===== src/rtl/cv32e40x_div_seq.sv =====
// Iterative restoring divider for RV32M DIV/DIVU/REM/REMU.
// Uses the ALU's CLZ and shifter to normalise the divisor, then does one subtract-and-shift step per cycle.
module cv32e40x_div_seq (
  input  logic        clk,
  input  logic        rst,
  input  logic        valid_i,
  output logic        ready_o,
  input  logic [1:0]  operator_i,
  input  logic [31:0] op_a_i,
  input  logic [31:0] op_b_i,
  input  logic        kill_i,
  output logic        valid_o,
  input  logic        ready_i,
  output logic [31:0] result_o,
  output logic        alu_clz_en_o,
  output logic [31:0] alu_clz_data_rev_o,
  input  logic [5:0]  alu_clz_result_i,
  output logic        alu_shift_en_o,
  output logic [5:0]  alu_shift_amt_o,
  output logic [31:0] alu_op_b_o,
  input  logic [31:0] alu_op_b_shifted_i
);

  typedef enum logic [1:0] {IDLE, INIT, DIVIDE, FINISH} state_e;

  state_e      state_q, state_d;
  logic [1:0]  op_q, op_d;
  logic [31:0] a_abs_q, a_abs_d;
  logic [31:0] b_abs_q, b_abs_d;
  logic        sign_a_q, sign_a_d;
  logic        sign_b_q, sign_b_d;
  logic [31:0] rem_q, rem_d;
  logic [31:0] dvsr_q, dvsr_d;
  logic [31:0] quot_q, quot_d;
  logic [4:0]  cnt_q, cnt_d;
  logic [31:0] result_q, result_d;

  logic        in_signed;
  logic        rem_ge;
  logic [31:0] rem_nx;
  logic [31:0] quot_nx;
  logic        b_zero;

  function automatic logic [31:0] negate(input logic [31:0] v);
    return (~v) + 32'd1;
  endfunction

  function automatic logic [31:0] bit_rev(input logic [31:0] v);
    logic [31:0] r;
    for (int i = 0; i < 32; i++) r[i] = v[31-i];
    return r;
  endfunction

  // Sign flags are stored already qualified by signedness, so they drive the fix-up directly.
  function automatic logic [31:0] fixup(input logic is_rem, input logic sa, input logic sb,
                                        input logic [31:0] q, input logic [31:0] r);
    if (is_rem) return sa ? negate(r) : r;
    return (sa ^ sb) ? negate(q) : q;
  endfunction

  assign in_signed = ~operator_i[0];
  assign rem_ge    = (rem_q >= dvsr_q);
  assign rem_nx    = rem_ge ? (rem_q - dvsr_q) : rem_q;
  assign quot_nx   = (quot_q << 1) | {31'd0, rem_ge};
  // The ALU reports 32 only for an all-zero input, i.e. a zero divisor.
  assign b_zero    = (b_abs_q == 32'd0) | alu_clz_result_i[5];

  always_comb begin
    state_d  = state_q;
    op_d     = op_q;
    a_abs_d  = a_abs_q;
    b_abs_d  = b_abs_q;
    sign_a_d = sign_a_q;
    sign_b_d = sign_b_q;
    rem_d    = rem_q;
    dvsr_d   = dvsr_q;
    quot_d   = quot_q;
    cnt_d    = cnt_q;
    result_d = result_q;

    ready_o            = (state_q == IDLE);
    valid_o            = (state_q == FINISH);
    alu_clz_en_o       = 1'b0;
    alu_clz_data_rev_o = 32'd0;
    alu_shift_en_o     = 1'b0;
    alu_shift_amt_o    = 6'd0;
    alu_op_b_o         = 32'd0;

    case (state_q)
      IDLE: begin
        if (valid_i && !kill_i) begin
          op_d     = operator_i;
          sign_a_d = in_signed & op_a_i[31];
          sign_b_d = in_signed & op_b_i[31];
          a_abs_d  = (in_signed & op_a_i[31]) ? negate(op_a_i) : op_a_i;
          b_abs_d  = (in_signed & op_b_i[31]) ? negate(op_b_i) : op_b_i;
          state_d  = INIT;
        end
      end
      INIT: begin
        alu_clz_en_o       = 1'b1;
        alu_clz_data_rev_o = bit_rev(b_abs_q);
        alu_shift_en_o     = 1'b1;
        alu_shift_amt_o    = {1'b0, alu_clz_result_i[4:0]};
        alu_op_b_o         = b_abs_q;
        rem_d              = a_abs_q;
        dvsr_d             = alu_op_b_shifted_i;
        cnt_d              = alu_clz_result_i[4:0];
        quot_d             = 32'd0;
        if (b_zero) begin
          // Re-negating |a| restores the original dividend for signed REM.
          result_d = op_q[1] ? (sign_a_q ? negate(a_abs_q) : a_abs_q) : 32'hFFFF_FFFF;
          state_d  = FINISH;
        end else begin
          state_d  = DIVIDE;
        end
      end
      DIVIDE: begin
        rem_d  = rem_nx;
        quot_d = quot_nx;
        dvsr_d = dvsr_q >> 1;
        if (cnt_q == 5'd0) begin
          result_d = fixup(op_q[1], sign_a_q, sign_b_q, quot_nx, rem_nx);
          state_d  = FINISH;
        end else begin
          cnt_d = cnt_q - 5'd1;
        end
      end
      FINISH: begin
        if (ready_i) state_d = IDLE;
      end
      default: state_d = IDLE;
    endcase

    if (kill_i) state_d = IDLE;
  end

  always_ff @(posedge clk or posedge rst) begin
    if (rst) begin
      state_q  <= IDLE;
      op_q     <= 2'd0;
      a_abs_q  <= 32'd0;
      b_abs_q  <= 32'd0;
      sign_a_q <= 1'b0;
      sign_b_q <= 1'b0;
      rem_q    <= 32'd0;
      dvsr_q   <= 32'd0;
      quot_q   <= 32'd0;
      cnt_q    <= 5'd0;
      result_q <= 32'd0;
    end else begin
      state_q  <= state_d;
      op_q     <= op_d;
      a_abs_q  <= a_abs_d;
      b_abs_q  <= b_abs_d;
      sign_a_q <= sign_a_d;
      sign_b_q <= sign_b_d;
      rem_q    <= rem_d;
      dvsr_q   <= dvsr_d;
      quot_q   <= quot_d;
      cnt_q    <= cnt_d;
      result_q <= result_d;
    end
  end

  assign result_o = result_q;

endmodule


===== config.mk =====
export PLATFORM = sky130hd
export DESIGN_NAME = cv32e40x_div_seq
export DESIGN_NICKNAME = d
export VERILOG_FILES = /design/src/rtl/cv32e40x_div_seq.sv
export SDC_FILE = /design/constraint.sdc
export NUM_CORES = 1
export LEC_CHECK = 0
export CAP_MARGIN = 0
export CORE_MARGIN = 3
export CORE_UTILIZATION = 48
export DETAILED_ROUTE_END_ITERATION = 6
export PLACE_DENSITY = 0.73
export SETUP_SLACK_MARGIN = 0.2
export SYNTH_ARGS = -nofsm -noshare
export SYNTH_HDL_FRONTEND = slang
export SYNTH_SLANG_ARGS = --single-unit

===== constraint.sdc =====
create_clock -name clk -period 7.65 [get_ports clk]
set_input_delay 1.53 -clock clk [delete_from_list [all_inputs] [get_ports clk]]
set_output_delay 1.53 -clock clk [all_outputs]
set_load 0.05 [all_outputs]

==> summary.txt, run 1 <==
Placed design
  • Final HPWL DP: 34.7 mm
  • GP Congestion: 0.932
  • Port Buffers: 213

Yosys
  • Register area share after synthesis: 0.323
  • Post-synth ARST share: 1.00
  • Cell Area, Synth: 15600 sq um
  • Synthesized flop and latch total: 201
  • EDFF count, synth: 0
  • Avg Inst Size Synth: 8.11 sq um
  • Yosys Warn Count: 0
  • Primary FF master, synth: dfrtp_1
  • Mapped Cells: 1922
  • Syn Nets: 2076
  • Synth unique cells: 94

STA
  • Endpoints failing hold: 0
  • Final hold slack: 0.479 ns
  • Actual slew at the worst max-slew pin: 1.24 ns
  • Final count of pins violating max slew: 0
  • Unrepaired setup endpoints after global routing: false
  • Final period util: 0.756
  • Max Fclk: 0.173 GHz
  • Endpoints failing setup: 0
  • Final Skew: 0.0129 ns
  • Slew margin rel.: 0.173
  • Post-layout min period: 5.79 ns
  • Setup TNS Final: 0 ns

Worst hold path
  • Hold path depth: 1
  • Worst hold path type: reg2reg

Clocking
  • Postcts setup bufs: 0
  • Clk buf depth: 3
  • CTS Sinks: 201
  • CTS buffer count: 25
  • CTS clk-pin slew, worst paths: 0.06 ns
  • H-tree depth: 1
  • Clk_lat worst skew: 0.54 ns
  • Clock tree root driver cell: clkbuf_16
  • TritonCTS clock tree: done
  • Cts hold-fix bufs: 0
  • CTS resizes: 0

GRT
  • First-pass GRT wire length: 75.6 mm
  • Vias in the first global route: 14.1k
  • Grt total ovfl: 0
  • Largest net degree at the start of global routing: 146
  • GRT Overall Usage: 0.269
  • Initial antenna violation count: 0

Finish
  • # diodes: 0
  • Most frequent cells in the layout: nand2_1 (224), clkdlybuf4s50_1 (213), dfrtp_1 (200)
  • Commonest non-fill, non-tap cell in the layout: nand2_1
  • Layout cells sized above 1: 0.0548
  • Final #Nets: 2182
  • Syn-to-layout area delta: 19.0%

Routing
  • Routed vias: 14.6k
  • Drc violations: 0
  • DRT Wirelength: 47.2 mm
  • Initial DRC Count: 1107
  • Drt first pass iters: 5
  • Routed WL per cell: 19.0 um
  • DR vias/cell: 5.90
  • Final ANT Viol Nets: 0

Floorplan
  • # rows: 65
  • Die X: 186 um
  • Io pins: 215
  • Full die area: 34700 sq um
  • Die Span Y: 186 um
  • Area of the core: 31800 sq um
  • Initial Util: 0.490

Worst setup path
  • Worst R2R Path Depth: 18
  • CP Launch Type: register
  • Critical Path AT: 6.18 ns
  • Setup Crit Path Kind: reg2reg
  • Slowest stage cell, crit path: nand2_4
  • CP Capture Type: register
  • Max stage delay on crit path: 0.57 ns
  • Top delay family on crit path: simple AND/OR/NAND/NOR gates
  • Critical Path RT: 8.04 ns
  • Worst path cell trace: ha_1 -> nand2_1 -> nor4_1 -> nor3_1 -> a2111o_1 -> nand2_4 -> a21oi_1 -> inv_1 -> ha_1 -> nand3_1 -> or2_1 -> or3_1 -> or4_1 -> o32a_4 -> o41ai_2 -> xor2_1 -> o221ai_1 -> o21ai_1
  • Cell count along the critical path: 18
  • Crit path buf inv count: 1
  • FF-to-FF setup slack: 1.86 ns
  • CP most frequent cell: ha_1
  • Worst Path Max Fanout: 61

Status
  • Status: finished clean

Run
  • Max cap viols: 0
[path summary, 6_finish.rpt]
path                              from            to
setup / recovery              rem_q[7]  result_o[20]
setup reg to reg              rem_q[7]  result_o[20]
hold reg to reg            result_o[6]   result_o[6]
min in group asynchronous          rst      rem_q[5]
max in group asynchronous          rst      sign_a_q
hold / removal             result_o[6]   result_o[6]
[per-stage QoR]
| step | instance area (sq um) | util | instances | setup WS [ns] |
|---|---|---|---|---|
| after global routing | 18600 | 0.584 | 2480 | 1.38 |
| after detailed placement | 17700 | 0.556 | 2436 | 1.93 |
| final | 18600 | 0.584 | 2480 | 1.86 |
| after CTS | 18600 | 0.584 | 2480 | 1.91 |
| after global placement | 17700 | 0.556 | 2436 | 1.99 |
| after floorplan | 15600 | - | 1922 | 0.638 |
[flip-flops by register name, summed over array words and instances (netlist names), 2 cells and up]
| name | count |
|---|---|
| cnt_q | 5 |
| a_abs_q | 32 |
| result_o | 32 |
| b_abs_q | 32 |
| dvsr_q | 32 |
| state_q | 2 |
| quot_q | 31 |
| rem_q | 32 |
[cell type report]
type                    instances  area [sq um]
clock buffers                  32           702
clock inverters                12           185
fillers                      2839         13200
inverters                      68           265
multi-input cells            1505          9590
flip-flops and latches        201          5030
well taps                     435           544
repair buffers                227          2240
[cells in the mapped netlist (15+ instances only)]
| library cell | count | area [sq um] |
|---|---|---|
| a21o_1 | 21 | 158 |
| a21oi_1 | 139 | 696 |
| a221oi_1 | 15 | 131 |
| a22o_1 | 15 | 131 |
| and2_1 | 48 | 300 |
| buf_4 | 38 | 285 |
| clkbuf_1 | 83 | 312 |
| dfrtp_1 | 201 | 5030 |
| ha_1 | 44 | 551 |
| inv_1 | 66 | 248 |
| mux2i_1 | 54 | 541 |
| nand2_1 | 224 | 841 |
| nand2b_1 | 20 | 125 |
| nand3_1 | 32 | 160 |
| nand4_1 | 16 | 100 |
| nor2_1 | 163 | 612 |
| nor3_1 | 41 | 205 |
| nor4_1 | 29 | 181 |
| o211ai_1 | 18 | 135 |
| o21ai_0 | 170 | 851 |
| o2bb2ai_1 | 16 | 140 |
| o31ai_1 | 36 | 270 |
| o41ai_1 | 18 | 158 |
| or3_1 | 17 | 106 |
| or4_1 | 15 | 113 |
| xnor2_1 | 75 | 657 |
| xor2_1 | 95 | 832 |
[logic make-up after synthesis]
logic type,after synthesis,synth area share
AO/OA/AOI/OAI,565,0.236
XOR/XNOR,171,0.0965
adder cells (fa/ha/maj),45,0.0366
buffers and inverters,216,0.0640
flip-flops,201,0.323
multiplexers,62,0.0404
other,1,0.000240
AND/OR/NAND/NOR,661,0.203
[layer usage]
layer	vias up	part of all wire	track usage
li1	7040	-	-
met2	566	0.46	0.441
met3	76	0.081	0.0568
met1	6960	0.44	0.368
met5	-	0	0
met4	0	0.024	0.0640
Power of run 1 is not shown: default switching activity piles up to over one toggle a cycle in this logic, so the estimate is an artifact.
==> inputs of run 2 (changes only) <==
==> constraint.sdc (replaced) <==
create_clock -name clk -period 5.8 [get_ports clk]
set_input_delay 1.16 -clock clk [delete_from_list [all_inputs] [get_ports clk]]
set_output_delay 1.16 -clock clk [all_outputs]
set_load 0.05 [all_outputs]
==> run 2 against run 1 <==
  * First-iteration DRC count grew 6.6%
  * Sequential cell count is the same
  * Cell count grew 0.28%
  * Register-to-register slack lost 1.3 ns
  * Global-route usage grew 0.28 points
  * Non-clock buffer count grew 6
  * Clock skew grew 0.014 ns
  * Worst setup slack lost 1.3 ns
  * Sequential share of layout area shrank 0.15 points
  * Largest cell class unchanged
==> summary.txt, run 2 (synthesis gave the netlist of run 1 again) <==
GRT
  • Largest net degree at the start of global routing: 119 (was 146)
  • Grt total ovfl: 0 (unchanged)
  • First-pass GRT wire length: 76.4 mm (was 75.6 mm)
  • GR peak layer: met2 (unchanged)
  • Initial antenna violation count: 0 (unchanged)
  • M2 GR Usage: 0.448 (was 0.441)
  • GRT Overall Usage: 0.272 (was 0.269)
  • Vias in the first global route: 14.3k (was 14.1k)
  • Met3 Usage GRT: 0.0508 (was 0.0568)
  • Met1 Use GR: 0.372 (was 0.368)

Clocking
  • CTS resizes: 0 (unchanged)
  • Clk_lat worst skew: 0.54 ns (about the same)
  • Clk buf depth: 3 (unchanged)
  • Postcts setup bufs: 0 (unchanged)
  • CTS clk-pin slew, worst paths: 0.06 ns (about the same)
  • TritonCTS clock tree: done (unchanged)
  • Cts hold-fix bufs: 0 (unchanged)
  • Clock tree root driver cell: clkbuf_16 (unchanged)
  • CTS Sinks: 201 (unchanged)
  • CTS buffer count: 25 (unchanged)
  • H-tree depth: 1 (unchanged)

Floorplan
  • Die X: 186 um (unchanged)
  • Full die area: 34700 sq um (unchanged)
  • Area of the core: 31800 sq um (unchanged)
  • Initial Util: 0.490 (unchanged)
  • Die Span Y: 186 um (unchanged)
  • Io pins: 215 (unchanged)
  • # rows: 65 (unchanged)

Worst setup path
  • Critical Path RT: 6.26 ns (was 8.04 ns)
  • Critical Path AT: 5.75 ns (was 6.18 ns)
  • CP Capture Type: register (unchanged)
  • CP Launch Type: register (unchanged)
  • R2r endpoint: result_o[30] (was result_o[20])
  • Worst Path Max Fanout: 8 (was 61)
  • Setup Crit Path Kind: reg2reg (unchanged)
  • Slowest stage cell, crit path: ha_1 (was nand2_4)
  • Max stage delay on crit path: 0.51 ns (was 0.57 ns)
  • Worst path cell trace: ha_1 -> nand2_1 -> nor4_1 -> nor3_1 -> a2111o_1 -> nand2_4 -> nand2_1 -> o21ai_0 -> ha_1 -> nand3_1 -> or2_1 -> or3_1 -> or4_1 -> o32a_4 -> nor4_2 -> nand4b_1 -> o311ai_1 -> a22o_1 (was ha_1 -> nand2_1 -> nor4_1 -> nor3_1 -> a2111o_1 -> nand2_4 -> a21oi_1 -> inv_1 -> ha_1 -> nand3_1 -> or2_1 -> or3_1 -> or4_1 -> o32a_4 -> o41ai_2 -> xor2_1 -> o221ai_1 -> o21ai_1)
  • R2r startpoint: rem_q[7] (unchanged)
  • Worst R2R Path Depth: 18 (unchanged)
  • FF-to-FF setup slack: 0.51 ns (was 1.86 ns)

Routing
  • Drt first pass iters: 5 (unchanged)
  • Final ANT Viol Nets: 0 (unchanged)
  • Drc violations: 0 (unchanged)
  • DRT Wirelength: 47.6 mm (was 47.2 mm)
  • Routed vias: 14.6k (about the same)
  • DR vias/cell: 5.88 (was 5.90)
  • Routed WL per cell: 19.1 um (was 19.0 um)
  • Initial DRC Count: 1180 (was 1107)

Power
  • Clock share of power: 0.133
  • Internal Pwr Total: 6.23 mW
  • Gate power share: 0.661
  • Leak pwr: 7.54 nW
  • Power density over the cells: 717 nW/um^2
  • Sw Ratio: 0.534
  • Flop pwr share: 0.206
  • P_sw: 7.14 mW
  • Maximum vdd drop: 0.000396 V

STA
  • Endpoints failing setup: 0 (unchanged)
  • Endpoints failing hold: 0 (unchanged)
  • Final count of pins violating max slew: 0 (unchanged)
  • Post-layout min period: 5.29 ns (was 5.79 ns)
  • Final Skew: 0.0271 ns (was 0.0129 ns)
  • Unrepaired setup endpoints after global routing: false (unchanged)
  • Setup TNS Final: 0 ns (unchanged)
  • Slew margin rel.: 0.135 (was 0.173)
  • Final period util: 0.911 (was 0.756)
  • Actual slew at the worst max-slew pin: 1.30 ns (was 1.24 ns)
  • Final hold slack: 0.480 ns (was 0.479 ns)
  • Max Fclk: 0.189 GHz (was 0.173 GHz)

Worst hold path
  • HP Start: result_o[13] (was result_o[6])
  • Worst hold path type: reg2reg (unchanged)
  • Hold path depth: 1 (unchanged)
  • WHS Endpoint: result_o[13] (was result_o[6])

Placed design
  • Final HPWL DP: 35.5 mm (was 34.7 mm)
  • Placed cells: 2442 (was 2436)
  • Port Buffers: 213 (unchanged)
  • GP Congestion: 0.943 (was 0.932)

Finish
  • Commonest non-fill, non-tap cell in the layout: nand2_1 (unchanged)
  • Fill count: 2882 (was 2839)
  • Syn-to-layout area delta: 19.7% (was 19.0%)
  • # diodes: 0 (unchanged)
  • Final #Nets: 2188 (was 2182)
  • Final cell count without fillers: 2487 (was 2480)
  • Most frequent cells in the layout: nand2_1 (224), clkdlybuf4s50_1 (213), dfrtp_1 (200) (unchanged)
  • Layout cells sized above 1: 0.0580 (was 0.0548)

Status
  • Status: finished clean (unchanged)

Run
  • Max cap viols: 0 (unchanged)
==> run 2: cell count changes in the layout (fill, tap and decap cells not counted), sizes merged <==
cell	before	now
inv	69	67
clkinv	6	5
clkinvlp	1	4
buf	14	20
clkbuf	32	30
bufinv	4	7
==> run 2: how the worst max path moves through the flow <==
stage	from	endpoint	slack, ns	cells past startpoint
final	rem_q[7]	result_o[30]	0.51	18
after floorplan	rem_q[0]	result_o[22]	0.57	23
after global placement	rem_q[0]	result_o[22]	0.75	20
after global routing	rem_q[0]	result_o[26]	0.23	20
after CTS	rem_q[0]	result_o[30]	0.58	20
after detailed placement	rem_q[0]	result_o[22]	0.61	20
==> run 2: worst max-delay path: cells and delay by family, from the launching register on <==
family	cells	cell delay, ns
AO/OA/AOI/OAI	5	1.18
adder cells (fa/ha/maj)	2	0.77
flip-flops	1	0.49
AND/OR/NAND/NOR	11	2.76
==> run 2: power groups by stage <==
stage,sequential [mW],combinational (mW),clock [mW]
after global placement,2.74,8.61,0
after floorplan,2.85,6.32,0
after global routing,2.84,9.68,1.86
after detailed placement,2.76,8.69,0
final,2.76,8.84,1.77
after CTS,2.74,8.76,1.80
==> run 2: area by class of cell <==
class                           count  area, sq um  share of cell area
Clock buffer                       30          674              0.0361
Clock inverter                     15          262              0.0140
Inverter                           68          262              0.0140
Multi-Input combinational cell   1505         9590               0.514
Sequential cell                   201         5030               0.270
Tap cell                          435          544              0.0292
Timing Repair Buffer              233         2290               0.123
==> run 2: per-stage QoR <==
step            util  setup WS (ns)  total power [mW]  cell area (sq um)
3_3_place_gp   0.557          0.753              11.3              17700
6_report       0.587          0.514              13.4              18700
2_1_floorplan      -          0.570              9.17              15600
3_5_place_dp   0.557          0.615              11.5              17700
5_1_grt        0.587          0.233              14.4              18700
4_1_cts        0.587          0.578              13.3              18700
==> run 2: layer usage <==
| layer | routed length, um | vias to the layer above |
|---|---|---|
| met5 | 0 | - |
| met4 | 1220 | 0 |
| met3 | 3450 | 67 |
| met2 | 21700 | 537 |
| met1 | 21200 | 6941 |
| li1 | - | 7068 |
Power figures use the tool's default switching activity.
==> inputs of run 3 (changes only) <==
--- a/config.mk
+++ b/config.mk
@@ -10,7 +10,6 @@
 export CORE_UTILIZATION = 48
 export DETAILED_ROUTE_END_ITERATION = 6
 export PLACE_DENSITY = 0.73
-export SETUP_SLACK_MARGIN = 0.2
 export SYNTH_ARGS = -nofsm -noshare
 export SYNTH_HDL_FRONTEND = slang
 export SYNTH_SLANG_ARGS = --single-unit
==> results of run 3 <==
Same layout as run 2: the final DEF is identical, and so are final timing and power.
